$ cat src/rtl/flash_pkg.sv
// Shared types and helpers for the LED flash burst generator.
// Latency: none (types and constant functions only).
// Backpressure: not applicable.
package flash_pkg;

    typedef enum logic [1:0] {
        IDLE = 2'd0,
        ON   = 2'd1,
        OFF  = 2'd2
    } flash_state_t;

    // Timer width that can hold max(on_cyc, off_cyc) - 1. Never less than one bit.
    function automatic int timer_w(input int on_cyc, input int off_cyc);
        int mx;
        int w;
        mx = (on_cyc > off_cyc) ? on_cyc : off_cyc;
        w  = $clog2(mx);
        return (w == 0) ? 1 : w;
    endfunction

endpackage

$ cat src/rtl/flash_gen_if.sv
// Request/complete bundle between a controller and the flash burst generator.
// Latency: none (wiring only).
// Backpressure: none. The controller watches busy and done.
// Ports: start, n_flash, abort (controller -> generator); ld, busy, done (generator -> controller).
interface flash_gen_if #(
    parameter int CNT_W = 4
);
    logic             start;
    logic [CNT_W-1:0] n_flash;
    logic             abort;
    logic             ld;
    logic             busy;
    logic             done;

    modport master (
        output start, n_flash, abort,
        input  ld, busy, done
    );

    modport slave (
        input  start, n_flash, abort,
        output ld, busy, done
    );
endinterface

$ cat src/rtl/flash_timer.sv
// Loadable down-counter that times the ON and OFF phases of a flash.
// Latency: load and decrement take effect at the next clock; zero is combinational from the count.
// Backpressure: none. It holds at zero when dec is set and the count is already zero.
// Ports: clk, rst (sync, active-high), load_i/load_val_i, dec_i, zero_o.
module flash_timer #(
    parameter int W = 2
) (
    input  logic         clk,
    input  logic         rst,
    input  logic         load_i,
    input  logic [W-1:0] load_val_i,
    input  logic         dec_i,
    output logic         zero_o
);
    logic [W-1:0] cnt_q;
    logic [W-1:0] cnt_d;

    always_comb begin
        cnt_d = cnt_q;
        if (load_i) begin
            cnt_d = load_val_i;
        end else if (dec_i && (cnt_q != '0)) begin
            cnt_d = cnt_q - W'(1);
        end
    end

    always_ff @(posedge clk) begin
        if (rst) begin
            cnt_q <= '0;
        end else begin
            cnt_q <= cnt_d;
        end
    end

    assign zero_o = (cnt_q == '0);
endmodule

$ cat src/rtl/flash_gen.sv
// Drives the LED with a burst of n_flash timed flashes per start request.
// Latency: ld and busy rise one clock after start is accepted; done pulses one clock after the last OFF phase.
// Backpressure: start is sampled only in IDLE. A start seen while busy is dropped, not queued.
// Ports: clk, rst (sync, active-high), bus (slave: start, n_flash, abort in; ld, busy, done out).
module flash_gen
    import flash_pkg::*;
#(
    parameter int ON_CYC  = 16,
    parameter int OFF_CYC = 16,
    parameter int CNT_W   = 4
) (
    input  logic         clk,
    input  logic         rst,
    flash_gen_if.slave   bus
);
    localparam int TW = timer_w(ON_CYC, OFF_CYC);
    localparam logic [TW-1:0] ON_LD  = TW'(ON_CYC - 1);
    localparam logic [TW-1:0] OFF_LD = TW'(OFF_CYC - 1);

    flash_state_t      state_q;
    logic [CNT_W-1:0]  rem_q;
    logic              ld_q;
    logic              busy_q;
    logic              done_q;

    logic              tmr_load;
    logic [TW-1:0]     tmr_val;
    logic              tmr_dec;
    logic              tmr_zero;

    logic              accept;
    logic              last_flash;

    assign accept     = bus.start && !bus.abort && (bus.n_flash != '0);
    assign last_flash = (rem_q == CNT_W'(1));

    // Timer control follows the current state. abort reloads zero so the counter
    // sits idle in a known value.
    always_comb begin
        tmr_load = 1'b0;
        tmr_val  = '0;
        tmr_dec  = 1'b0;
        case (state_q)
            IDLE: begin
                if (accept) begin
                    tmr_load = 1'b1;
                    tmr_val  = ON_LD;
                end
            end
            ON: begin
                if (bus.abort) begin
                    tmr_load = 1'b1;
                end else if (tmr_zero) begin
                    tmr_load = 1'b1;
                    tmr_val  = OFF_LD;
                end else begin
                    tmr_dec = 1'b1;
                end
            end
            OFF: begin
                if (bus.abort) begin
                    tmr_load = 1'b1;
                end else if (tmr_zero) begin
                    tmr_load = 1'b1;
                    tmr_val  = last_flash ? '0 : ON_LD;
                end else begin
                    tmr_dec = 1'b1;
                end
            end
            default: begin
                tmr_load = 1'b1;
            end
        endcase
    end

    flash_timer #(.W(TW)) u_timer (
        .clk        (clk),
        .rst        (rst),
        .load_i     (tmr_load),
        .load_val_i (tmr_val),
        .dec_i      (tmr_dec),
        .zero_o     (tmr_zero)
    );

    // The outputs are registered alongside the state. Each transition sets the
    // value the outputs must hold in the next cycle.
    always_ff @(posedge clk) begin
        if (rst) begin
            state_q <= IDLE;
            rem_q   <= '0;
            ld_q    <= 1'b0;
            busy_q  <= 1'b0;
            done_q  <= 1'b0;
        end else begin
            done_q <= 1'b0;
            case (state_q)
                IDLE: begin
                    // If abort arrives with start, abort wins and the start is dropped.
                    if (bus.start && !bus.abort) begin
                        if (bus.n_flash != '0) begin
                            rem_q   <= bus.n_flash;
                            state_q <= ON;
                            ld_q    <= 1'b1;
                            busy_q  <= 1'b1;
                        end else begin
                            done_q <= 1'b1;
                        end
                    end
                end
                ON: begin
                    if (bus.abort) begin
                        state_q <= IDLE;
                        rem_q   <= '0;
                        ld_q    <= 1'b0;
                        busy_q  <= 1'b0;
                    end else if (tmr_zero) begin
                        state_q <= OFF;
                        ld_q    <= 1'b0;
                    end
                end
                OFF: begin
                    if (bus.abort) begin
                        state_q <= IDLE;
                        rem_q   <= '0;
                        busy_q  <= 1'b0;
                    end else if (tmr_zero) begin
                        rem_q <= rem_q - CNT_W'(1);
                        if (last_flash) begin
                            state_q <= IDLE;
                            busy_q  <= 1'b0;
                            done_q  <= 1'b1;
                        end else begin
                            state_q <= ON;
                            ld_q    <= 1'b1;
                        end
                    end
                end
                default: begin
                    state_q <= IDLE;
                    rem_q   <= '0;
                    ld_q    <= 1'b0;
                    busy_q  <= 1'b0;
                end
            endcase
        end
    end

    assign bus.ld   = ld_q;
    assign bus.busy = busy_q;
    assign bus.done = done_q;
endmodule

$ cat src/flat_wrapper.sv
// flat-port wrapper written by rule: the top's interface ports become plain ports
module flash_gen_flat import flash_pkg::*;
#(
    parameter int ON_CYC  = 16,
    parameter int OFF_CYC = 16,
    parameter int CNT_W   = 4
)
  (clk, rst, bus_start, bus_n_flash, bus_abort, bus_ld, bus_busy, bus_done);
  flash_gen_if #(.CNT_W(CNT_W)) bus_i ();
  input  logic clk;
  input  logic rst;
  input wire logic [$bits(bus_i.start)-1:0] bus_start;
  input wire logic [$bits(bus_i.n_flash)-1:0] bus_n_flash;
  input wire logic [$bits(bus_i.abort)-1:0] bus_abort;
  output wire logic [$bits(bus_i.ld)-1:0] bus_ld;
  output wire logic [$bits(bus_i.busy)-1:0] bus_busy;
  output wire logic [$bits(bus_i.done)-1:0] bus_done;
  assign bus_i.start = bus_start;
  assign bus_i.n_flash = bus_n_flash;
  assign bus_i.abort = bus_abort;
  assign bus_ld = bus_i.ld;
  assign bus_busy = bus_i.busy;
  assign bus_done = bus_i.done;
  flash_gen #(.ON_CYC(ON_CYC), .OFF_CYC(OFF_CYC), .CNT_W(CNT_W)) u_core (.clk(clk), .rst(rst), .bus(bus_i));
endmodule
$ cat config.mk
export PLATFORM = sky130hd
export DESIGN_NAME = flash_gen_flat
export DESIGN_NICKNAME = d
export VERILOG_FILES = /design/src/rtl/flash_pkg.sv /design/src/rtl/flash_gen_if.sv /design/src/rtl/flash_timer.sv /design/src/rtl/flash_gen.sv /design/src/flat_wrapper.sv
export SDC_FILE = /design/constraint.sdc
export NUM_CORES = 1
export LEC_CHECK = 0
export ABC_CLOCK_PERIOD_IN_PS = 2700
export BUFFER_PORTS_ARGS = -buffer_cell sky130_fd_sc_hd__buf_4
export CAP_MARGIN = 40
export CORE_MARGIN = 2
export CORE_UTILIZATION = 40
export DETAILED_ROUTE_END_ITERATION = 16
export GPL_ROUTABILITY_DRIVEN = 1
export HOLD_SLACK_MARGIN = 0.05
export PLACE_DENSITY_LB_ADDON = 0.05
export SETUP_SLACK_MARGIN = 0.5
export SLEW_MARGIN = 5
export SYNTH_ARGS = -nofsm -noshare
export SYNTH_HDL_FRONTEND = slang
export SYNTH_HIERARCHICAL = 1
export SYNTH_SLANG_ARGS = --single-unit
export TNS_END_PERCENT = 1
$ cat constraint.sdc
create_clock -name clk -period 2.7 [get_ports clk]
set_input_delay 0.54 -clock clk [delete_from_list [all_inputs] [get_ports clk]]
set_output_delay 0.54 -clock clk [all_outputs]
set_load 0.03 [all_outputs]
==> results of run 1 <==
==> power by group <==
| part | internal, mW | switching, mW | leakage (nW) |
|---|---|---|---|
| logic | 0.332 | 0.399 | 0.320 |
| registers | 0.262 | 0.0667 | 0.108 |
| clock network | 0.0549 | 0.0725 | 0.0177 |
==> state kept, by name, indices dropped and copies added, names as in the netlist <==
register / flops
u_core/rem_q: 4
u_core/bus.ld: 1
u_core/state_q: 2
u_core/bus.done: 1
u_core/u_timer/cnt_q: 4
u_core/bus.busy: 1
==> kinds of logic (layout without fill, tap and decap cells) <==
group                    Yosys count  after routing
multiplexers                       2              2
buffers and inverters             13             30
XOR/XNOR                           1              1
adder cells (fa/ha/maj)            7              7
AND/OR/NAND/NOR                   43             43
flip-flops                        13             13
AO/OA/AOI/OAI                     30             30
==> what timing repair did <==
action / 4_1_cts / 5_1_grt
hold buffers: 0 / 0
setup buffers: 0 / 3
setup endpoints to repair: 8 / 12
gates resized for setup: 0 / 13
pin swaps: 0 / 2
==> through the flow <==
stage                     total power [mW]  hold slack [ns]  area, um^2  util, %
after detailed placement             0.935            0.464        1060     47.7
after floorplan                      0.796            0.482         940        -
after global routing                  1.29            0.502        1150     52.1
final                                 1.19            0.475        1150     52.1
after CTS                             1.06            0.479        1080     49.0
after global placement               0.931            0.462        1060     47.7
==> worst max-delay path, delay by kind of cell, from the launching register on <==
kind,cells,cell delay (ns)
adders and majority gates,1,0.15
AOI/OAI and AO/OA,2,0.25
DFF,1,0.35
buffers and inverters,2,0.25
and+or+nand+nor,3,1.01
==> routing by layer <==
metal / share of wire, % / wire length [um] / vias up
met1: 50 / 1090 / 415
met2: 46 / 992 / 13
li1: - / - / 436
met5: 0 / 0 / -
met4: 0.64 / 14 / 0
met3: 3.6 / 79 / 2
==> cells in the final DEF (no fill, tap or decap), types with 2 or more instances in the layout <==
cell,count
inv_2,3
dfxtp_1,11
o31a_1,2
nand2b_1,3
clkbuf_4,3
o21ai_0,3
a21oi_1,6
buf_4,15
inv_1,7
mux2i_1,2
nand4b_1,3
nand3b_1,2
a21o_1,2
ha_1,6
a311oi_1,5
dfxtp_2,2
nor3_1,5
nand2_1,5
nor2_1,11
nor3b_1,2
==> area by class of cell <==
type,count,area (um^2)
Inverter,11,45.0
Clock buffer,3,22.5
Clock inverter,1,5.00
Fill cell,211,1060
Multi-Input combinational cell,83,671
Tap cell,28,35.0
Timing Repair Buffer,15,113
Sequential cell,13,263
==> worst paths after layout <==
kind         cells after the start                    start                end
max                              8  u_core/u_timer/cnt_q[1]  u_core/state_q[1]
min                              2          u_core/bus.busy    u_core/bus.busy
max reg2reg                      8  u_core/u_timer/cnt_q[1]  u_core/state_q[1]
min reg2reg                      2          u_core/bus.busy    u_core/bus.busy
==> reports/qor.yml, run 1 <==
clock_tree:
  clock-sinks: 13
  cts_buffer_depth: 2
  cts_buffers: 3
  cts_tree: "done"
  htree_num_levels: 1
  clk_latency_ns: 0.28
  clk_pin_slew_ns: 0.10
  cts-root-buf: "clkbuf_4"
routing:
  drt_iter0_drc: 19
  antenna_left: 0
  vias_per_cell: 5.62
  drt-wirelength-per-cell_um: 14.2
  vias: 866
  first_pass_iters: 4
  wirelength_um: 2180
  drc: 0
synthesis:
  synth_top_area_share_pct: 27.8
  ys_seq_area_share_pct: 27.8
  synth_seq_cells: 13
  muxShareOfSynthArea_pct: 2.14
  yosysTopAreaCell: "dfxtp_1"
  syn_nets: 124
  synth_cell_types: 40
  synth_top_family_by_area: "simple AND/OR/NAND/NOR gates"
  synth-simple-area-share_pct: 28.4
  synthAdderAreaFrac_pct: 9.37
  synth_edf_count: 0
  syn_area_um2: 935
  synth_compound_area_share_pct: 26.0
  synthTopCellsByArea: "dfxtp_1, ha_1, nor2_1"
  ys_warn_count: 6
  async_flop_share_pct: 0
  yosysMostFrequentCell: "dfxtp_1"
  postSynthAreaPerCell_um2: 8.57
  yosys-top-cells-count: "dfxtp_1, nor2_1, inv_1"
  ys.flop_type: "dfxtp_1"
  syn_inst: 109
  synth_xor_area_share_pct: 0.937
global_route:
  grt_max_degree: 18
  use_met3_pct: 2.86
  gr-usage-met1_pct: 24.3
  grt-ovfl-total: 0
  antenna_found_initial: 0
  grt_pass1_wl_um: 3540
  first_global_vias: 762
  top_usage_layer: "met2"
  grtUsageMet2_pct: 26.0
  grt_usage_pct: 17.2
setup_path:
  critPathLaunchType: "flip-flop"
  worstSetupEndpointType: "flip-flop"
  crit_chain: "inv_2 > ha_4 > or3b_4 > clkinvlp_4 > nor3b_1 > a21o_1 > or4_1 > o31ai_1"
  slowest_delay_ns: 0.52
  cp_data_arrival_time_ns: 2.29
  crit_path_max_fanout: 7
  worstSetupPathType: "flip-flop to flip-flop"
  crit_required_ns: 2.89
  slowest_stage: "or4_1"
  r2r_slack_ns: 0.60
timing:
  tns_ns: 0
  finalCritPeriodShare_pct: 77.8
  fin_skew_ns: 0.00947
  hold_violations: 0
  relSlewSlack_pct: 73.4
  fmax_mhz: 476
  fin_crit_ns: 2.10
  setup-violations-final: 0
  worst_pin_slew_ns: 0.399
  worst_slack_ns: 0.598
  slew_viol_final: 0
  rsz0062_at_grt: "no"
placement:
  place_inst: 147
  gp_congestion: 0.798
  numPortBuffers: 10
  dpl.hpwl_um: 1520
  pre_cts_slack_ns: 0.452
floorplan:
  start_util_pct: 42.3
  design.core.area_um2: 2210
  dieArea_um2: 2740
  placementRows: 17
  die_w_um: 52.3
  die_height_um: 52.3
  boundaryPins: 11
final_layout:
  layout.nets: 142
  drive_above_1_share_pct: 29.4
  stdcell_count: 154
  area_growth_syn_to_layout_pct: 23.4
  antenna_cells: 0
power_and_ir_drop:
  p_leak_nw: 0.445
  p_per_area_nw_per_um2: 1030
  ir_worst_vdd_v: 0.000440
outcome:
  outcome: "finished clean"
job:
  drv_cap: 0
min_path:
  hp-class: "flip-flop to flip-flop"
Note: power is estimated with default switching activity, not from simulation.
==> run 2, diff against run 1 <==
--- a/config.mk
+++ b/config.mk
@@ -5,7 +5,8 @@
 export SDC_FILE = /design/constraint.sdc
 export NUM_CORES = 1
 export LEC_CHECK = 0
-export ABC_CLOCK_PERIOD_IN_PS = 2700
+export ABC_AREA = 1
+export ABC_CLOCK_PERIOD_IN_PS = 2000
 export BUFFER_PORTS_ARGS = -buffer_cell sky130_fd_sc_hd__buf_4
 export CAP_MARGIN = 40
 export CORE_MARGIN = 2
==> constraint.sdc (replaced) <==
create_clock -name clk -period 2 [get_ports clk]
set_input_delay 0.4 -clock clk [delete_from_list [all_inputs] [get_ports clk]]
set_output_delay 0.4 -clock clk [all_outputs]
set_load 0.03 [all_outputs]
==> run 2 against run 1 <==
  * Setup slack worse by 0.21 ns
  * Register-to-register slack worse by 0.21 ns
  * Die area is 8.5% higher
  * Sequential power is 31% higher
  * Flip-flop and latch count stayed put
  * Area after synthesis is 9.2% higher
  * Sequential share of layout area is 1.7 points lower
  * Largest cell class unchanged
  * Clock power is 29% higher
  * Global-route usage is 2.0 points higher
  * Critical endpoint is now u_core/u_timer/cnt_q[3]
  * Via count is 16% higher
  * Clock-buffer cell count is 1 higher
  * Cell count is 37% higher
==> reports/qor.yml, run 2 <==
synthesis:
  yosysMostFrequentCell: "nand2_1"
  synth_top_area_share_pct: 25.5  # -2.4 points
  synth_cell_types: 26  # -35%
  synthTopCellsByArea: "dfxtp_1, nand2_1, ha_1"
  synth_edf_count: 0  # unchanged
  syn_inst: 160  # +47%
  yosys-top-cells-count: "nand2_1, nor2_1, inv_1"
  syn_nets: 175  # +41%
  synth_seq_cells: 13  # unchanged
  yosysTopAreaCell: "dfxtp_1"
  ys.flop_type: "dfxtp_1"
  async_flop_share_pct: 0  # unchanged
  ys_seq_area_share_pct: 25.5  # -2.4 points
  postSynthAreaPerCell_um2: 6.38  # -26%
  syn_area_um2: 1020  # +9.2%
  ys_warn_count: 6  # unchanged
power_and_ir_drop:
  finalPower_mw: 1.86  # +57%
  p_int_mw: 1.00  # +54%
  net-switching-power_mw: 0.860  # +60%
  seqPwrFrac_pct: 23.1  # -4.5 points
  p_clk_share_pct: 8.8  # -1.9 points
  p_per_area_nw_per_um2: 1450  # +40%
  swShare_pct: 46.2  # +0.84 points
  comb_power_share_pct: 68.0  # +6.4 points
  ir_worst_vdd_v: 0.000716  # +63%
  p_leak_nw: 0.628  # +41%
final_layout:
  post-route-cell-area_um2: 1290  # +12%
  layout.nets: 197  # +39%
  seq_area_um2: 272  # +3.3%
  layout_commonest_cell: "nand2_1"
  drive_above_1_share_pct: 32.0  # +2.7 points
  area_growth_syn_to_layout_pct: 26.1
  stdcell_count: 211  # +37%
  antenna_cells: 0  # unchanged
  fillers: 248  # +18%
  final_cell_mix: "nand2_1, nor2_1, buf_4"
  multiInputGateArea_um2: 699  # +4.3%
  reg_top3: "u_core/rem_q: 4 flops, u_core/u_timer/cnt_q: 4 flops, u_core/state_q: 2 flops"
setup_path:
  worstSetupEndpointType: "flip-flop"
  worstSetupPathType: "flip-flop to flip-flop"
  r2r-start: "u_core/state_q[0]"
  cp-startpoint: "u_core/state_q[0]"
  crit_chain: "inv_4 > ha_4 > nand2_2 > inv_2 > nand2_2 > nand2_1 > nand2_1 > nand2_1 > nand2_1 > inv_1 > or2_0 > nand3_1 > a21oi_2"
  crit_required_ns: 2.17  # -0.72 ns
  critPathLaunchType: "flip-flop"
  cp_data_arrival_time_ns: 1.79  # -0.50 ns
  path_common_cell: "nand2_1"
  crit_path_max_fanout: 5  # -2
  slowest_delay_ns: 0.38  # -0.14 ns
  slowest_stage: "dfxtp_4"
clock_tree:
  htree_num_levels: 1  # unchanged
  clock-sinks: 13  # unchanged
  clk_latency_ns: 0.28  # about the same
  cts_buffers: 3  # unchanged
  holdBufCountCts: 0  # unchanged
  cts_buffer_depth: 2  # unchanged
  cts-root-buf: "clkbuf_4"
  cts_tree: "done"
  clk_pin_slew_ns: 0.08  # -0.02 ns
floorplan:
  boundaryPins: 11  # unchanged
  design.core.area_um2: 2450  # +11%
  start_util_pct: 41.6  # -0.66 points
  die_height_um: 54.5  # +4.2%
  die_w_um: 54.5  # +4.2%
  placementRows: 18  # +1
  dieArea_um2: 2970  # +8.5%
routing:
  first_pass_iters: 4  # unchanged
  drc: 0  # unchanged
  vias_per_cell: 4.75  # -15%
  drt-wirelength-per-cell_um: 11.0  # -22%
  vias: 1003  # +16%
  drt_iter0_drc: 22  # +3
  antenna_left: 0  # unchanged
  wirelength_um: 2320  # +6.2%
placement:
  pre_cts_slack_ns: 0.323  # -0.129 ns
  gp_congestion: 0.808  # +1.2%
  numPortBuffers: 10  # unchanged
  place_inst: 198  # +35%
  postPlaceCellArea_um2: 1150  # +8.5%
  dpl.hpwl_um: 1720  # +13%
global_route:
  gr-usage-met1_pct: 25.0  # +0.74 points
  grt_pass1_wl_um: 4100  # +16%
  antenna_found_initial: 0  # unchanged
  use_met3_pct: 6.01  # +3.2 points
  first_global_vias: 940  # +23%
  grt_max_degree: 12  # -6
  top_usage_layer: "met2"
  grt-ovfl-total: 0  # unchanged
  grtUsageMet2_pct: 30.3  # +4.3 points
  grt_usage_pct: 19.3  # +2.0 points
timing:
  worst_slack_ns: 0.388  # -0.210 ns
  slew_viol_final: 0  # unchanged
  finalCritPeriodShare_pct: 80.6  # +2.8 points
  fin_crit_ns: 1.61  # -0.490 ns
  setup-violations-final: 0  # unchanged
  rsz0062_at_grt: "yes"
  fin_skew_ns: 0.00240  # -0.00707 ns
  tns_ns: 0  # unchanged
  relSlewSlack_pct: 80.8  # +7.4 points
  fmax_mhz: 620  # +30%
  worst_pin_slew_ns: 0.287  # -0.112 ns
  hold_violations: 0  # unchanged
min_path:
  hp-class: "primary input to flip-flop"
  holdCritStartpoint: "rst"
job:
  drv_cap: 0  # unchanged
outcome:
  outcome: "finished clean"
==> run 2: cell types whose count changed in the layout (fill, tap and decap cells not counted), sizes merged, moves of 3 or more <==
cell	before	now
nand2	5	47
inv	10	26
nand3	1	15
nor2	12	26
a311oi	5	0
buf	15	19
nand2b	4	0
nand4b	3	0
nor3b	3	0
==> run 2: power groups by stage <==
stage	clock, mW	combinational (mW)	sequential [mW]
after floorplan	0	0.804	0.434
after global placement	0	1.01	0.418
after detailed placement	0	0.995	0.421
after CTS	0.173	1.21	0.422
after global routing	0.181	1.43	0.441
final	0.164	1.27	0.430
==> run 2: critical path, delay by kind of cell (launching register included) <==
| family | cells | cell delay, ns |
|---|---|---|
| and+or+nand+nor | 8 | 0.73 |
| AOI/OAI and AO/OA | 1 | 0.06 |
| DFF | 1 | 0.38 |
| buffers and inverters | 3 | 0.17 |
| adders and majority gates | 1 | 0.18 |
==> run 2: kinds of logic (layout without fill, tap and decap cells) <==
group,after synthesis,count (layout),synth area share [%]
AOI/OAI and AO/OA,18,18,11.3
and+or+nand+nor,92,92,42.2
xor gates and xnor gates,1,1,0.858
adders and majority gates,7,7,8.58
DFF,13,13,25.5
buffers and inverters,29,50,11.6
==> run 2: layer usage <==
metal / wire length (um) / up-vias
met5: 0 / -
met4: 20 / 0
met3: 105 / 2
met2: 1030 / 20
met1: 1160 / 444
li1: - / 537
==> run 2: path summary, 6_finish.rpt <==
path                        endpoint  slack [ns]  cells after the start
min reg2reg            u_core/bus.ld        0.45                      2
max          u_core/u_timer/cnt_q[3]        0.39                     13
min                u_core/state_q[1]        0.32                      2
max reg2reg  u_core/u_timer/cnt_q[3]        0.39                     13
==> run 2: cell type report <==
class	count	share of cell area, %
inverters	27	8.55
clock buffers	4	2.04
well taps	30	2.92
flip-flops and latches	13	21.1
multi-input cells	118	54.3
repair buffers	19	11.1
==> run 2: what timing repair did <==
item,4_1_cts,5_1_grt
setup endpoints to repair,4,11
pin swaps,5,3
setup buffers,8,1
gates resized for setup,12,4
==> run 2: per-stage QoR <==
step	hold slack, ns	utilization [%]
3_3_place_gp	0.442	46.7
6_report	0.321	52.4
2_1_floorplan	0.458	-
4_1_cts	0.307	51.7
5_1_grt	0.314	52.4
3_5_place_dp	0.442	46.7
